===== src/rtl/tt_mux_sel_if.sv =====
// Select-request handshake between the control-interface decoder and the
// mux select loader: valid/ready plus the requested {ena, addr} frame.
interface tt_mux_sel_if #(
  parameter int ADDR_W = 10
);
  logic              req_valid;
  logic              req_ready;
  logic [ADDR_W-1:0] req_addr;
  logic              req_ena;

  modport master (output req_valid, output req_addr, output req_ena, input req_ready);
  modport slave  (input req_valid, input req_addr, input req_ena, output req_ready);
endinterface


===== src/rtl/tt_mux_sel_loader.sv =====
// Serialises a {ena, addr} select frame MSB-first onto the mux select spine
// with a generated shift clock, then strobes the chain latch.
//
// state | meaning
// IDLE  | waiting for a request, req_ready high
// SH_LO | shift clock low, current frame bit presented on sh_data
// SH_HI | shift clock high, chain samples sh_data on the rising edge
// TAIL  | shift clock low after the last bit, data held
// LATCH | latch strobe high, new selection transfers atomically
module tt_mux_sel_loader #(
  parameter int ADDR_W       = 10,
  parameter int CLK_DIV      = 2,
  parameter int LATCH_CYCLES = 2
) (
  input  logic              clk,
  input  logic              rst,
  tt_mux_sel_if.slave       req,
  input  logic              abort,
  output logic              sh_data,
  output logic              sh_clk,
  output logic              sh_latch,
  output logic              busy,
  output logic              done,
  output logic              aborted,
  output logic [ADDR_W-1:0] cur_addr,
  output logic              cur_ena
);
  localparam int N      = ADDR_W + 1;
  localparam int BIT_W  = $clog2(N + 1);
  localparam int PH_MAX = (CLK_DIV > LATCH_CYCLES) ? CLK_DIV : LATCH_CYCLES;
  localparam int PH_W   = (PH_MAX > 1) ? $clog2(PH_MAX) : 1;
  localparam logic [PH_W-1:0]  DIV_LD = PH_W'(CLK_DIV - 1);
  localparam logic [PH_W-1:0]  LAT_LD = PH_W'(LATCH_CYCLES - 1);
  localparam logic [BIT_W-1:0] N_LD   = BIT_W'(N);
  localparam logic [BIT_W-1:0] LAST   = BIT_W'(1);

  typedef enum logic [2:0] {IDLE, SH_LO, SH_HI, TAIL, LATCH} state_e;

  state_e            state_q, state_d;
  logic [N-1:0]      frame_q, frame_d;
  logic [BIT_W-1:0]  bit_cnt_q, bit_cnt_d;
  logic [PH_W-1:0]   ph_cnt_q, ph_cnt_d;
  logic              sh_data_q, sh_data_d;
  logic              sh_clk_q, sh_clk_d;
  logic              sh_latch_q, sh_latch_d;
  logic              busy_q, busy_d;
  logic              done_q, done_d;
  logic              aborted_q, aborted_d;
  logic [ADDR_W-1:0] cur_addr_q, cur_addr_d;
  logic              cur_ena_q, cur_ena_d;
  logic              ph_end;

  assign req.req_ready = (state_q == IDLE);
  assign ph_end        = (ph_cnt_q == '0);

  always_comb begin
    state_d    = state_q;
    frame_d    = frame_q;
    bit_cnt_d  = bit_cnt_q;
    ph_cnt_d   = ph_cnt_q;
    sh_data_d  = sh_data_q;
    done_d     = 1'b0;
    aborted_d  = 1'b0;
    cur_addr_d = cur_addr_q;
    cur_ena_d  = cur_ena_q;

    case (state_q)
      IDLE: begin
        if (req.req_valid) begin
          state_d   = SH_LO;
          frame_d   = {req.req_ena, req.req_addr};
          bit_cnt_d = N_LD;
          ph_cnt_d  = DIV_LD;
        end
      end
      SH_LO: begin
        if (ph_end) begin
          state_d  = SH_HI;
          ph_cnt_d = DIV_LD;
        end else begin
          ph_cnt_d = ph_cnt_q - 1'b1;
        end
      end
      SH_HI: begin
        if (ph_end) begin
          // Rotating rather than shifting leaves the original frame in place
          // after N bits, so LATCH can publish it without a second copy.
          frame_d   = {frame_q[N-2:0], frame_q[N-1]};
          bit_cnt_d = bit_cnt_q - 1'b1;
          ph_cnt_d  = DIV_LD;
          state_d   = (bit_cnt_q == LAST) ? TAIL : SH_LO;
        end else begin
          ph_cnt_d = ph_cnt_q - 1'b1;
        end
      end
      TAIL: begin
        if (ph_end) begin
          state_d  = LATCH;
          ph_cnt_d = LAT_LD;
        end else begin
          ph_cnt_d = ph_cnt_q - 1'b1;
        end
      end
      LATCH: begin
        if (ph_end) begin
          state_d    = IDLE;
          done_d     = 1'b1;
          cur_addr_d = frame_q[ADDR_W-1:0];
          cur_ena_d  = frame_q[N-1];
        end else begin
          ph_cnt_d = ph_cnt_q - 1'b1;
        end
      end
      default: state_d = IDLE;
    endcase

    if (abort && (state_q == SH_LO || state_q == SH_HI || state_q == TAIL)) begin
      state_d   = IDLE;
      aborted_d = 1'b1;
      ph_cnt_d  = '0;
      bit_cnt_d = '0;
    end

    if (state_d == SH_LO) sh_data_d = frame_d[N-1];
    if (aborted_d)        sh_data_d = 1'b0;

    sh_clk_d   = (state_d == SH_HI);
    sh_latch_d = (state_d == LATCH);
    busy_d     = (state_d != IDLE);
  end

  always_ff @(posedge clk) begin
    if (rst) begin
      state_q    <= IDLE;
      frame_q    <= '0;
      bit_cnt_q  <= '0;
      ph_cnt_q   <= '0;
      sh_data_q  <= 1'b0;
      sh_clk_q   <= 1'b0;
      sh_latch_q <= 1'b0;
      busy_q     <= 1'b0;
      done_q     <= 1'b0;
      aborted_q  <= 1'b0;
      cur_addr_q <= '0;
      cur_ena_q  <= 1'b0;
    end else begin
      state_q    <= state_d;
      frame_q    <= frame_d;
      bit_cnt_q  <= bit_cnt_d;
      ph_cnt_q   <= ph_cnt_d;
      sh_data_q  <= sh_data_d;
      sh_clk_q   <= sh_clk_d;
      sh_latch_q <= sh_latch_d;
      busy_q     <= busy_d;
      done_q     <= done_d;
      aborted_q  <= aborted_d;
      cur_addr_q <= cur_addr_d;
      cur_ena_q  <= cur_ena_d;
    end
  end

  assign sh_data  = sh_data_q;
  assign sh_clk   = sh_clk_q;
  assign sh_latch = sh_latch_q;
  assign busy     = busy_q;
  assign done     = done_q;
  assign aborted  = aborted_q;
  assign cur_addr = cur_addr_q;
  assign cur_ena  = cur_ena_q;
endmodule


===== src/flat_wrapper.sv =====
// flat-port wrapper written by rule: the top's interface ports become plain ports
module tt_mux_sel_loader_flat 
#(
  parameter int ADDR_W       = 10,
  parameter int CLK_DIV      = 2,
  parameter int LATCH_CYCLES = 2
)
  (clk, rst, abort, sh_data, sh_clk, sh_latch, busy, done, aborted, cur_addr, cur_ena, req_req_valid, req_req_addr, req_req_ena, req_req_ready);
  tt_mux_sel_if #(.ADDR_W(ADDR_W)) req_i ();
  input  logic clk;
  input  logic rst;
  input  logic abort;
  output logic sh_data;
  output logic sh_clk;
  output logic sh_latch;
  output logic busy;
  output logic done;
  output logic aborted;
  output logic [ADDR_W-1:0] cur_addr;
  output logic cur_ena;
  input wire logic [$bits(req_i.req_valid)-1:0] req_req_valid;
  input wire logic [$bits(req_i.req_addr)-1:0] req_req_addr;
  input wire logic [$bits(req_i.req_ena)-1:0] req_req_ena;
  output wire logic [$bits(req_i.req_ready)-1:0] req_req_ready;
  assign req_i.req_valid = req_req_valid;
  assign req_i.req_addr = req_req_addr;
  assign req_i.req_ena = req_req_ena;
  assign req_req_ready = req_i.req_ready;
  tt_mux_sel_loader #(.ADDR_W(ADDR_W), .CLK_DIV(CLK_DIV), .LATCH_CYCLES(LATCH_CYCLES)) u_core (.clk(clk), .rst(rst), .req(req_i), .abort(abort), .sh_data(sh_data), .sh_clk(sh_clk), .sh_latch(sh_latch), .busy(busy), .done(done), .aborted(aborted), .cur_addr(cur_addr), .cur_ena(cur_ena));
endmodule

===== config.mk =====
export PLATFORM = sky130hd
export DESIGN_NAME = tt_mux_sel_loader_flat
export DESIGN_NICKNAME = d
export VERILOG_FILES = /design/src/rtl/tt_mux_sel_if.sv /design/src/rtl/tt_mux_sel_loader.sv /design/src/flat_wrapper.sv
export SDC_FILE = /design/constraint.sdc
export NUM_CORES = 1
export LEC_CHECK = 0
export BUFFER_PORTS_ARGS = -buffer_cell sky130_fd_sc_hd__buf_2
export CAP_MARGIN = 30
export CORE_UTILIZATION = 40
export DETAILED_ROUTE_END_ITERATION = 10
export PLACE_DENSITY = 0.68
export SLEW_MARGIN = 20
export SYNTH_ARGS = -nofsm -noshare
export SYNTH_HDL_FRONTEND = slang
export SYNTH_SLANG_ARGS = --single-unit
export TNS_END_PERCENT = 30

===== constraint.sdc =====
create_clock -name clk -period 1.7 [get_ports clk]
set_input_delay 0.17 -clock clk [delete_from_list [all_inputs] [get_ports clk]]
set_output_delay 0.17 -clock clk [all_outputs]
set_load 0.01 [all_outputs]

==> run metrics <==
status=complete, no violations; Final ANT Viol Nets=0; Area after DPL=1720 um2; vias in the first global route=1,100; R2R Path End=u_core.sh_data; final period utilization=93.3%; Vias/cell=5.01; DRT iter0 DRCs=67; cts bufs inserted=5; Critical Path Fanout Max=10; Peak VDD IR=0.394 mV; worst skew pair latency=280 ps; worst r2r src=u_core.state_q[2]; overall die area=3970 um2; M1 WL=1530 um; WHS Path Cells=3; io pins=33; RSZ-0062 raised after global routing=no; most frequent cells in the layout=nand2_1, dfxtp_1, buf_2; crit path DAT=1800 ps; die width=63.0 um; f_max=0.631 GHz; router iterations before antenna repair=4; clock sinks=36; WHS Endpoint=u_core.frame_q[4]; top routing layer used=met4; largest net degree at the start of global routing=17; Mapped Avg Cell Area=8.61 um2; Antenna Cells=0; crit path capture type=register; Die H=63.0 um; pwr dens=955 nW/um2; Inst Count DP=248; gp weighted congestion=0.849; DRC=0; first-pass GRT wire length=4960 um; GRT Util Overall=16.4%; placement row count=21; initial antenna violation count=0; Worst Hold Class=in -> reg; Slew @ Worst Pin=414 ps; Ys Warns=0; Synth cell types=32; Cell Area, Synth=1490 um2; Hold Vio Cnt, Final=0; design area=1810 um2; clk_skew=5.94 ps; syn nets=190; Worst R2R Setup Slack=110 ps; WP data required=1920 ps; Detail Placement HPWL=2350 um; gr ovfl total=0; sequential cell area fraction in the yosys report=48.4%; Worst-path clk slew=70 ps; CP Launch Type=register; Final min period=1590 ps; share of layout cells above drive strength 1=26.2%; HP Start=req_req_addr[4]; # Max-Cap Violations=0; R2R depth=5; Cell Count, Final, Fillers Out=256; leakage power=0.764 nW; Nets=226; crit path kind=reg -> reg; met3 routed WL=177 um; final setup fails=0; worst setup margin=114 ps; Starting Density=43.3%; Slew headroom=72.3%; most common cell after layout, fill and taps aside=nand2_1; Layout area overhead=21.7%; Core Region=3440 um2; pre-CTS setup slack=117 ps; Yosys reg bits=36; drt wl/cell=12.2 um; number of H-tree levels=2; final setup TNS=0 ps; routed wl met2=1330 um; CTS tree=built; final WL=3120 um; CTS Buffer Depth=2; I/O Buffers=32; Clock Tree Root=clkbuf_8; Synth Instances=173; via count=1,282; number of max-slew violations in the final report=0
## where the power goes
part	leakage [nW]	internal (mW)	switching, mW
logic	0.424	0.0932	0.105
registers	0.294	0.883	0.0390
clock network	0.0455	0.330	0.282
total	0.764	1.31	0.425
## timing repair
item / CTS / global route
resized for setup: 0 / 2
buffers inserted: 0 / 0
setup endpoints to repair: 0 / 4
hold buffers: 0 / 0
## worst max-delay path by stage
stage	start	to	slack, ps
finish	u_core.state_q[2]	u_core.sh_data	110
global placement	u_core.state_q[0]	u_core.busy	120
CTS	u_core.state_q[0]	u_core.busy	90
floorplan	u_core.state_q[1]	u_core.frame_q[4]	220
detailed placement	u_core.state_q[0]	u_core.busy	120
global route	u_core.state_q[2]	u_core.sh_data	10
## logic make-up after synthesis
| logic type | after synthesis | share of synthesized area (%) |
|---|---|---|
| simple gates | 67 | 22.8 |
| compound gates | 50 | 20.4 |
| flops | 36 | 48.4 |
| buf+inv | 16 | 5.54 |
| xor+xnor | 2 | 1.18 |
| fa+ha+maj | 2 | 1.68 |
## layer usage
layer	global-route usage, %	up-vias
met3	4.01	7
met1	21.4	571
met4	9.59	0
met5	0	-
li1	-	662
met2	24.2	42
## cell usage after synthesis, drive strengths merged
cell type | number | area share [%]
o21ai | 4 | 1.3
a221oi | 1 | 1.0
and3 | 3 | 1.3
nor2 | 10 | 2.5
a22oi | 10 | 5.0
or3 | 2 | 0.84
a21oi | 30 | 10
a22o | 1 | 0.59
nand2b | 3 | 1.3
inv | 4 | 1.0
xor2 | 1 | 0.59
a21boi | 1 | 0.50
and2 | 1 | 0.59
o21a | 1 | 0.50
dfxtp | 36 | 48
nand4 | 1 | 0.42
xnor2 | 1 | 0.59
o221a | 1 | 0.76
nor4b | 3 | 3.8
nor4 | 1 | 0.84
nor3 | 3 | 1.0
ha | 2 | 1.7
clkbuf | 2 | 0.50
and2b | 1 | 0.50
a211o | 1 | 0.59
nand2 | 39 | 9.8
buf | 10 | 4.0
## registers in the layout, summed over array words and instances (netlist names)
signal / flops
u_core.cur_ena: 1
u_core.aborted: 1
u_core.frame_q: 11
u_core.cur_addr: 10
u_core.sh_latch: 1
u_core.busy: 1
u_core.sh_clk: 1
u_core.ph_cnt_q: 1
u_core.sh_data: 1
u_core.done: 1
u_core.bit_cnt_q: 4
u_core.state_q: 3
## final cells by class
cell class	instances	area, um2
Tap cell	46	57.6
Inverter	4	15.0
Multi-Input combinational cell	121	687
Timing Repair Buffer	41	240
Clock buffer	8	90.1
Fill cell	340	1630
Sequential cell	36	723
## critical path, stage by stage, from the launching register on
cell and delay (ps):
dfxtp_1 430, nor4b_4 400, a22o_1 190, a21oi_1 40
or3_1 320, a21oi_1 130
## metrics by stage
stage               power [mW]  utilization [%]  hold slack (ps)
floorplan                 1.07                -              247
global placement          1.14             50.0              416
detailed placement        1.14             50.0              419
CTS                       1.74             52.6              119
global route              1.80             52.7              125
finish                    1.73             52.7              119
Note: power is estimated with default switching activity, not from simulation.
